$ cat src/rtl/booth_seq_unit_if.sv
// Operand/product bus of the sequential Booth multiplier.
// The master drives start and operands; the slave returns product halves and status.
interface booth_seq_unit_if #(
  parameter int width = 8
);
  logic             start;
  logic [width-1:0] inbus;
  logic [width-1:0] outbus;
  logic             out_valid;
  logic             busy;
  logic             done;

  modport master (
    output start,
    output inbus,
    input  outbus,
    input  out_valid,
    input  busy,
    input  done
  );

  modport slave (
    input  start,
    input  inbus,
    output outbus,
    output out_valid,
    output busy,
    output done
  );
endinterface

$ cat src/rtl/booth_seq_unit.sv
// Sequential signed radix-2 Booth multiplier: operands arrive on consecutive cycles
// after start, the 2*width product leaves as high half then low half.
module booth_seq_unit #(
  parameter int width = 8
) (
  input  logic              clk,
  input  logic              reset,
  booth_seq_unit_if.slave   bus
);

  localparam int cw = (width > 2) ? $clog2(width) : 1;
  localparam logic [cw-1:0] cnt_last = cw'(width - 1);
  localparam logic [cw-1:0] cnt_one  = {{(cw-1){1'b0}}, 1'b1};

  typedef enum logic [2:0] {
    S_IDLE   = 3'd0,
    S_LOAD_M = 3'd1,
    S_LOAD_Q = 3'd2,
    S_ADD    = 3'd3,
    S_SHIFT  = 3'd4,
    S_OUT_HI = 3'd5,
    S_OUT_LO = 3'd6
  } state_t;

  state_t           state_r;
  logic [width-1:0] m_r;
  logic [width-1:0] q_r;
  logic             q1_r;
  logic [width:0]   a_r;
  logic [cw-1:0]    cnt_r;
  logic [width-1:0] outbus_r;
  logic             out_valid_r;
  logic             busy_r;
  logic             done_r;

  logic [width:0]   m_ext_s;
  logic [width:0]   a_add_s;
  logic [width:0]   a_sub_s;
  logic [width:0]   a_shr_s;
  logic [width-1:0] q_shr_s;

  // Datapath candidates for the add/subtract step and the arithmetic right shift.
  always_comb begin
    m_ext_s = {m_r[width-1], m_r};
    a_add_s = a_r + m_ext_s;
    a_sub_s = a_r - m_ext_s;
    a_shr_s = {a_r[width], a_r[width:1]};
    q_shr_s = {a_r[0], q_r[width-1:1]};
  end

  // Control FSM with datapath registers; outputs are registered against the next state.
  always_ff @(posedge clk or posedge reset) begin
    if (reset) begin
      state_r     <= S_IDLE;
      m_r         <= {width{1'b0}};
      q_r         <= {width{1'b0}};
      q1_r        <= 1'b0;
      a_r         <= {(width+1){1'b0}};
      cnt_r       <= {cw{1'b0}};
      outbus_r    <= {width{1'b0}};
      out_valid_r <= 1'b0;
      busy_r      <= 1'b0;
      done_r      <= 1'b0;
    end else begin
      outbus_r    <= {width{1'b0}};
      out_valid_r <= 1'b0;
      done_r      <= 1'b0;
      busy_r      <= 1'b1;
      case (state_r)
        S_IDLE: begin
          if (bus.start) begin
            state_r <= S_LOAD_M;
          end else begin
            state_r <= S_IDLE;
            busy_r  <= 1'b0;
          end
        end
        S_LOAD_M: begin
          m_r     <= bus.inbus;
          state_r <= S_LOAD_Q;
        end
        S_LOAD_Q: begin
          q_r     <= bus.inbus;
          a_r     <= {(width+1){1'b0}};
          q1_r    <= 1'b0;
          cnt_r   <= {cw{1'b0}};
          state_r <= S_ADD;
        end
        S_ADD: begin
          case ({q_r[0], q1_r})
            2'b01:   a_r <= a_add_s;
            2'b10:   a_r <= a_sub_s;
            default: a_r <= a_r;
          endcase
          state_r <= S_SHIFT;
        end
        S_SHIFT: begin
          a_r   <= a_shr_s;
          q_r   <= q_shr_s;
          q1_r  <= q_r[0];
          cnt_r <= cnt_r + cnt_one;
          if (cnt_r == cnt_last) begin
            state_r     <= S_OUT_HI;
            outbus_r    <= a_shr_s[width-1:0];
            out_valid_r <= 1'b1;
          end else begin
            state_r <= S_ADD;
          end
        end
        S_OUT_HI: begin
          state_r     <= S_OUT_LO;
          outbus_r    <= q_r;
          out_valid_r <= 1'b1;
          done_r      <= 1'b1;
        end
        S_OUT_LO: begin
          state_r <= S_IDLE;
          busy_r  <= 1'b0;
        end
        default: begin
          state_r <= S_IDLE;
          busy_r  <= 1'b0;
        end
      endcase
    end
  end

  assign bus.outbus    = outbus_r;
  assign bus.out_valid = out_valid_r;
  assign bus.busy      = busy_r;
  assign bus.done      = done_r;

endmodule

$ cat src/flat_wrapper.sv
// flat-port wrapper written by rule: the top's interface ports become plain ports
module booth_seq_unit_flat 
#(
  parameter int width = 8
)
  (clk, reset, bus_start, bus_inbus, bus_outbus, bus_out_valid, bus_busy, bus_done);
  booth_seq_unit_if #(.width(width)) bus_i ();
  input  logic clk;
  input  logic reset;
  input wire logic [$bits(bus_i.start)-1:0] bus_start;
  input wire logic [$bits(bus_i.inbus)-1:0] bus_inbus;
  output wire logic [$bits(bus_i.outbus)-1:0] bus_outbus;
  output wire logic [$bits(bus_i.out_valid)-1:0] bus_out_valid;
  output wire logic [$bits(bus_i.busy)-1:0] bus_busy;
  output wire logic [$bits(bus_i.done)-1:0] bus_done;
  assign bus_i.start = bus_start;
  assign bus_i.inbus = bus_inbus;
  assign bus_outbus = bus_i.outbus;
  assign bus_out_valid = bus_i.out_valid;
  assign bus_busy = bus_i.busy;
  assign bus_done = bus_i.done;
  booth_seq_unit #(.width(width)) u_core (.clk(clk), .reset(reset), .bus(bus_i));
endmodule
$ cat config.mk
export PLATFORM = sky130hd
export DESIGN_NAME = booth_seq_unit_flat
export DESIGN_NICKNAME = d
export VERILOG_FILES = /design/src/rtl/booth_seq_unit_if.sv /design/src/rtl/booth_seq_unit.sv /design/src/flat_wrapper.sv
export SDC_FILE = /design/constraint.sdc
export NUM_CORES = 1
export LEC_CHECK = 0
export ABC_AREA = 1
export CORE_ASPECT_RATIO = 0.8
export CORE_MARGIN = 2
export CORE_UTILIZATION = 45
export CTS_BUF_LIST = sky130_fd_sc_hd__clkbuf_16
export DETAILED_ROUTE_END_ITERATION = 8
export GPL_TIMING_DRIVEN = 0
export PLACE_DENSITY = 0.66
export SYNTH_ARGS = -nofsm -noshare
export SYNTH_HDL_FRONTEND = slang
export SYNTH_SLANG_ARGS = --single-unit
$ cat constraint.sdc
create_clock -name clk -period 2.75 [get_ports clk]
set_clock_uncertainty 0.15 [all_clocks]
set_input_delay 0.275 -clock clk [delete_from_list [all_inputs] [get_ports clk]]
set_output_delay 0.275 -clock clk [all_outputs]
set_load 0.02 [all_outputs]
==> metrics.yaml, run 1 <==
status: "finished clean"
route.detailed.drc: 0
numPortBuffers: 21
gp_congestion: 0.798
utilization: 0.542
synth_top_family_by_area: "simple AND/OR/NAND/NOR gates"
drt-initial-drc-count: 101
worst_pin_slew_ps: 872
yosysSeqAreaShare: 0.432
rsz0062_at_grt: "no"
period_share: 0.918
mostFrequentLayoutCells: "nand2_1, inv_1, dfrtp_1"
grt_util_all_layers: 0.194
final_max_slew_viol_count: 0
syn_nets: 333
yosys.area_share.simple: 0.222
grt_pass1_vias: 1961
cts_root_buf: "clkbuf_16"
relSlewSlack: 0.418
clkTransAtPathRegs_ps: 60
nets: 361
die_h_um: 70.6
ys_types: 31
dp_cells: 396
wl_per_cell_um: 13.5
clock_latency_ps: 280
postCtsSetupBuffers: 0
synth_area_leader_cell: "dfrtp_1"
synth_xor_area_frac: 0.0211
ys_ff_latch: 43
ys_top_cells_by_area: "dfrtp_1, nand2_1, inv_1, o21ai_0, ha_1"
finalHoldViolations: 0
fin_crit_ps: 2520
core_mm2: 0.00541
dp_hpwl_um: 4150
fin_tns_setup_ps: 0
die_area_mm2: 0.00615
cts_tree: "yes"
routed_wl_um: 5460
grt_first_pass_wirelength_um: 9200
die_w_um: 87.2
ys_warn_count: 0
setup_viol: 0
drtPass1Iterations: 4
startpoint_type: "flop"
postCtsResizedCells: 0
initial_core_util: 0.461
cts_inserted_buffers: 5
overflow: 0
synth_fa_ha_area_frac: 0.0633
cts_max_level: 2
crit_fanout: 6
antenna_left: 0
maxCapViolCount: 0
vias: 2070
antenna_found_initial: 0
arrival_ps: 2580
area_growth_syn_to_layout_pct: 17.5
layout_commonest_cell: "nand2_1"
hp-class: "flop to flop"
yosysTopAreaCellShare: 0.432
max_freq_mhz: 396
synth_compound_area_frac: 0.158
netlist_instances: 310
critical_path_class: "flop to flop"
rows: 24
required_ps: 2810
synthMuxAreaShare: 0
syn_area_mm2: 0.00249
num_io_pins: 22
grt_start_max_net_pins: 44
endpoint_kind: "flop"
cts.sink_count: 43
cts_max_path_buffers: 2
n_antenna_cell: 0
final_cells: 404
syn-mean-instance-area_um2: 8.04
drive_gt1_frac: 0.106
vias_per_cell: 5.12
postCtsHoldBufs: 0
registers in the layout, summed over array words and instances, names as in the netlist:
signal	flops
u_core.a_r	9
u_core.bus.busy	1
u_core.bus.done	1
u_core.bus.out_valid	1
u_core.bus.outbus	8
u_core.cnt_r	3
u_core.m_r	8
u_core.q1_r	1
u_core.q_r	8
u_core.state_r	3
worst paths after layout:
path	startpoint	end	slack, ps	depth (start not counted)
min reg2reg	u_core.m_r[4]	u_core.m_r[4]	330	2
max	u_core.m_r[0]	u_core.a_r[7]	230	15
min in group asynchronous	reset	u_core.cnt_r[1]	350	2
min	u_core.m_r[4]	u_core.m_r[4]	330	2
max in group asynchronous	reset	u_core.a_r[3]	1550	2
max reg2reg	u_core.m_r[0]	u_core.a_r[7]	230	15
synthesized netlist by cell type:
master / number
nand3b_1: 1
inv_2: 6
nand2_1: 59
a31oi_2: 2
nor2_1: 16
o21ai_1: 12
o2111ai_1: 1
o22ai_1: 5
dfrtp_1: 43
a21oi_2: 2
nand2_4: 1
nor2_8: 1
a21o_1: 1
nand2_2: 1
nor2_4: 4
o32ai_1: 3
xnor2_1: 2
nand3_1: 24
buf_6: 2
nand4_1: 4
buf_2: 2
a21oi_1: 10
xor2_1: 4
nor2_2: 3
o21ai_0: 30
inv_1: 52
a22o_1: 2
ha_1: 11
fa_1: 1
clkbuf_1: 2
or2_2: 3
worst max-delay path, cell delays in order, from the launching register on:
cell     delay (ps)
dfrtp_1         400
inv_1            90
ha_1            170
nand2_1          70
nor2_2          140
nor2_1           80
a21oi_1         150
xnor2_1         130
inv_1            70
ha_2            300
a21o_1          170
a21oi_1         160
nand2_1          70
nand2_1          50
nand3_1         110
a21oi_2         140
cell type report:
type	count	area (µm²)
sequential	43	1080
tap	65	81.3
inverter	58	218
fill	532	2480
buffer	6	40.0
clock inverter	3	15.0
clock buffer	5	125
multi-input combinational	203	1160
timing repair buffer	21	210
cells by family (layout without fill, tap and decap cells):
logic type	Yosys count	count (layout)
XOR/XNOR	6	6
buffers and inverters	64	93
flip-flops	43	43
AO/OA/AOI/OAI	68	68
AND/OR/NAND/NOR	117	117
adder cells (fa/ha/maj)	12	12
routing by layer:
layer  global-route usage  vias up  wire length [µm]
li1                     -     1073                 -
met1                0.299      948              2880
met2                0.281       41              2290
met4               0.0513        0                68
met5                    0        -                 0
met3               0.0373        8               215
through the flow:
stage | area (µm²) | hold slack (ps) | setup slack (ps)
floorplan | 2490 | 284 | 483
CTS | 2920 | 338 | 130
global placement | 2780 | 318 | 247
detailed placement | 2780 | 323 | 154
finish | 2930 | 332 | 226
global route | 2930 | 366 | 1.23
Power of run 1 is not shown: default switching activity piles up to over one toggle a cycle in this logic, so the estimate is an artifact.
==> inputs of run 2 (changes only) <==
CTS_BUF_LIST = default   (was sky130_fd_sc_hd__clkbuf_16)
==> run 2 against run 1 <==
Effect of this change: final cell count unchanged; core utilization down 0.67 points; critical path type unchanged; via count down 0.34%; highest routed layer unchanged.
==> metrics.yaml, run 2 (synthesized netlist as in run 1, its figures left out) <==
status: "finished clean"
crit_top_cell: "nand2_1"
drtPass1Iterations: 4
die_area_mm2: 0.00615
clock_latency_ps: 300
mostFrequentLayoutCells: "nand2_1, inv_1, dfrtp_1"
critical_path_class: "flop to flop"
fin_tns_setup_ps: 0
postCtsSetupBuffers: 0
fin_crit_ps: 2520
period_share: 0.918
relSlewSlack: 0.420
grt_first_pass_wirelength_um: 9270
cts_inserted_buffers: 5
initial_core_util: 0.461
largest_register_ffs: 9
rsz0062_at_grt: "no"
cts_tree: "yes"
n_antenna_cell: 0
endpoint_kind: "flop"
die_h_um: 70.6
drt-initial-drc-count: 98
critical-path-top-delay-family: "compound AO/OA/AOI/OAI gates"
drive_gt1_frac: 0.112
rows: 24
startpoint_type: "flop"
clkTransAtPathRegs_ps: 80
cts_max_path_buffers: 2
final_max_slew_viol_count: 0
numPortBuffers: 21
antenna_found_initial: 0
cts_max_level: 2
cts.sink_count: 43
vias_per_cell: 5.11
finalHoldViolations: 0
grt_pass1_vias: 1971
grt_util_all_layers: 0.196
dp_hpwl_um: 4150
top_register: "u_core.a_r"
cts_root_buf: "clkbuf_8"
antenna_left: 0
routed_wl_um: 5440
hp-class: "input pin to async pin"
crit_slowest_cell: "dfrtp_1"
crit_fanout: 6
nets: 361
route.detailed.drc: 0
layout_commonest_cell: "nand2_1"
maxCapViolCount: 0
gp_congestion: 0.798
postCtsHoldBufs: 0
num_io_pins: 22
cpPeakStageDelay_ps: 410
die_w_um: 87.2
cp.buffers_inverters: 2
setup_viol: 0
reg2reg_slack_ps: 230
grt_start_max_net_pins: 44
wl_per_cell_um: 13.5
required_ps: 2830
crit_chain: "inv_1 > ha_1 > nand2_1 > nor2_2 > nor2_1 > a21oi_1 > xnor2_1 > inv_1 > ha_2 > a21o_1 > a21oi_1 > nand2_1 > nand2_1 > nand3_1 > a21oi_2"
vias: 2063
max_freq_mhz: 396
worst_pin_slew_ps: 868
overflow: 0
arrival_ps: 2610
core_mm2: 0.00541
area_growth_syn_to_layout_pct: 16.1
-- run 2: cell count changes in the layout (fill, tap and decap cells not counted) --
cell       delta
clkbuf_8      +7
clkbuf_16     -5
clkinv_1      -2
-- run 2: layout make-up --
cell class | count | area (µm²)
fillers | 531 | 2510
flip-flops and latches | 43 | 1080
multi-input cells | 203 | 1160
inverters | 58 | 218
clock inverters | 1 | 7.51
plain buffers | 6 | 40.0
clock buffers | 7 | 96.3
repair buffers | 21 | 210
well taps | 65 | 81.3
-- run 2: stage by stage --
| stage | setup slack, ps | utilization | instances | hold WS, ps | cell area [µm²] |
|---|---|---|---|---|---|
| final | 226 | 0.535 | 404 | 318 | 2890 |
| after global routing | 15.6 | 0.535 | 404 | 375 | 2890 |
| after CTS | 127 | 0.534 | 404 | 344 | 2890 |
| after detailed placement | 154 | 0.515 | 396 | 323 | 2780 |
| after global placement | 247 | 0.515 | 396 | 318 | 2780 |
| after floorplan | 483 | - | 310 | 284 | 2490 |
-- run 2: final timing paths --
path,endpoint,from,cells past startpoint
worst max-delay path,u_core.a_r[7],u_core.m_r[0],15
worst min-delay path,u_core.cnt_r[1],reset,2
worst max register to register,u_core.a_r[7],u_core.m_r[0],15
worst min register to register,u_core.m_r[4],u_core.m_r[4],2
max in group asynchronous,u_core.q_r[3],reset,2
min in group clk,u_core.m_r[4],u_core.m_r[4],2
-- run 2: timing repair --
action                                  in CTS  in global routing
endpoints found under the setup margin       0                  2
hold endpoints to repair                     0                  0
gates resized for setup                      0                  2
-- run 2: routing by layer --
metal / wire length [µm] / vias to the layer above / share of wire / GRT usage
met5: 0 / - / 0 / 0
met4: 45 / 0 / 0.0083 / 0.0513
met3: 291 / 7 / 0.053 / 0.0408
met2: 2260 / 53 / 0.42 / 0.282
met1: 2850 / 937 / 0.52 / 0.302
li1: - / 1066 / - / -
Power of run 2 is left out for the same reason.
==> inputs of run 3 (changes only) <==
ABC_AREA = 0   (was 1)
==> run 3 against run 2 <==
Effect of this change: sequential cell count did not move; global-route usage rose by 0.70 points; critical endpoint unchanged; sequential share of layout area fell by 1.6 points; fmax fell by 5.7%; non-clock buffer count rose by 21; critical path type unchanged; routed wire length rose by 7.5%; die area fell by 2.3%; core utilization rose by 5.7 points; worst setup slack got worse by 150 ps; hold slack got worse by 160 ps.
==> metrics.yaml, run 3 <==
critical-path-top-delay-family: "compound AO/OA/AOI/OAI gates"
rows: 23
yosysMostFrequentCell: "dfrtp_1"
dp_hpwl_um: 4070
synth_common_cells: "dfrtp_1, a21oi_1, nor2_1, nand2_1"
postCtsHoldBufs: 0
ys_top_cells_by_area: "dfrtp_1, ha_1, a22o_1, a21oi_1, o22ai_1"
nets: 313
endpoint_kind: "flop"
route.detailed.drc: 0
cts_root_buf: "clkbuf_8"
gp_congestion: 0.828
die_h_um: 69.8
dpl_cell_area_mm2: 0.00274
cts_max_path_buffers: 2
synthMuxAreaShare: 0.0412
status: "finished clean"
ys_ff_latch: 43
syn-mean-instance-area_um2: 9.81
initial_core_util: 0.475
num_io_pins: 22
reg2reg_slack_ps: 70
crit_path_start: "u_core.m_r[1]"
grt_util_all_layers: 0.203
top_register: "u_core.a_r"
crit_chain: "inv_2 > ha_4 > mux2_4 > inv_2 > ha_4 > nor2b_4 > o31a_1 > nor3_2 > o31a_1 > xor2_2 > o221ai_1"
layout_commonest_cell: "dfrtp_1"
ys_warn_count: 0
rsz0062_at_grt: "yes"
cpPeakStageDelay_ps: 410
synth_top_family_by_area: "compound AO/OA/AOI/OAI gates"
cts.sink_count: 43
synth_area_leader_cell: "dfrtp_1"
drt-initial-drc-count: 96
fin_tns_setup_ps: 0
relSlewSlack: 0.632
timing.final.ws_setup_ps: 74.4
cts_tree: "yes"
crit_slowest_cell: "dfrtp_1"
r2r-start: "u_core.m_r[1]"
routed_wl_um: 5860
period_share: 0.973
synth_fa_ha_area_frac: 0.0648
ys_types: 44
largest_register_ffs: 9
drive_gt1_frac: 0.241
cp.buffers_inverters: 2
grt_start_max_net_pins: 44
critical_path_class: "flop to flop"
crit_fanout: 3
yosysTopAreaCellShare: 0.442
final_max_slew_viol_count: 0
vias: 2055
grt_pass1_vias: 1950
cts_max_level: 2
yosysSeqAreaShare: 0.442
clock_latency_ps: 300
startpoint_type: "flop"
dp_slack_ps: -266
maxCapViolCount: 0
cts_inserted_buffers: 5
die_area_mm2: 0.00601
antenna_found_initial: 0
finalInstanceArea_mm2: 0.00303
wl_per_cell_um: 16.6
setup_viol: 0
yosys.area_share.simple: 0.120
netlist_instances: 248
n_antenna_cell: 0
worst_pin_slew_ps: 550
fin_crit_ps: 2680
rr_endpoint: "u_core.a_r[7]"
mostFrequentLayoutCells: "dfrtp_1, a21oi_1, clkdlybuf4s50_1"
required_ps: 2780
max_freq_mhz: 374
ys.flop_type: "dfrtp_1"
core_mm2: 0.00512
synth_compound_area_frac: 0.239
hp-class: "input pin to async pin"
antenna_left: 0
syn_nets: 271
grt_first_pass_wirelength_um: 9690
arrival_ps: 2700
vias_per_cell: 5.82
numPortBuffers: 21
reg2regPathDepth: 11
drtPass1Iterations: 4
synth_edf_count: 0
ys_async_sr_fraction: 1.00
synth_xor_area_frac: 0.0360
overflow: 0
area_growth_syn_to_layout_pct: 24.7
die_w_um: 86.2
syn_area_mm2: 0.00243
clkTransAtPathRegs_ps: 90
finalHoldViolations: 0
run 3: cell types whose count changed after synthesis, moves of 8 or more:
cell / delta
a21oi_1: +13
a22o_1: +13
inv_1: -41
mux2_2: +8
nand2_1: -40
nand3_1: -24
o21ai_0: -18
o22ai_1: +10
run 3: final cells by class:
cell class                 count  area, µm²
buffer                        13       86.3
clock buffer                   5       68.8
clock inverter                 3       20.0
fill                         462       2090
inverter                      13       51.3
multi-input combinational    179       1320
sequential                    43       1080
tap                           62       77.6
timing repair buffer          35        328
run 3: logic make-up after synthesis:
kind of cell	after synthesis
simple gates	59
flops	43
fa+ha+maj	12
xor+xnor	10
buf+inv	26
mux	9
compound gates	89
run 3: worst max-delay path by stage:
stage	depth (start not counted)	slack [ps]	to
after floorplan	10	130	u_core.a_r[8]
after global placement	10	-260	u_core.a_r[8]
after detailed placement	10	-270	u_core.a_r[8]
after CTS	10	10	u_core.a_r[8]
after global routing	11	-80	u_core.a_r[7]
final	11	70	u_core.a_r[7]
run 3: stage by stage:
step | hold slack, ps | util | instances
2_1_floorplan | 242 | - | 248
3_3_place_gp | 369 | 0.531 | 331
3_5_place_dp | 375 | 0.535 | 332
4_1_cts | 183 | 0.561 | 344
5_1_grt | 184 | 0.592 | 353
6_report | 161 | 0.592 | 353
run 3: repair_timing:
item	CTS	global route
endpoints found under the setup margin	4	4
setup buffers	4	9
pin swaps	2	12
gates resized for setup	4	20
run 3: layer usage:
metal	track usage	share of wire	wire, µm
met4	0.0208	0.0031	18
met1	0.315	0.49	2840
met3	0.0393	0.056	327
met2	0.301	0.46	2670
met5	0	0	0
run 3: tightest hold or removal path: cells and delay by family:
family,cells,cell delay (ps)
buffers and inverters,3,710
Power of run 3 is left out for the same reason.
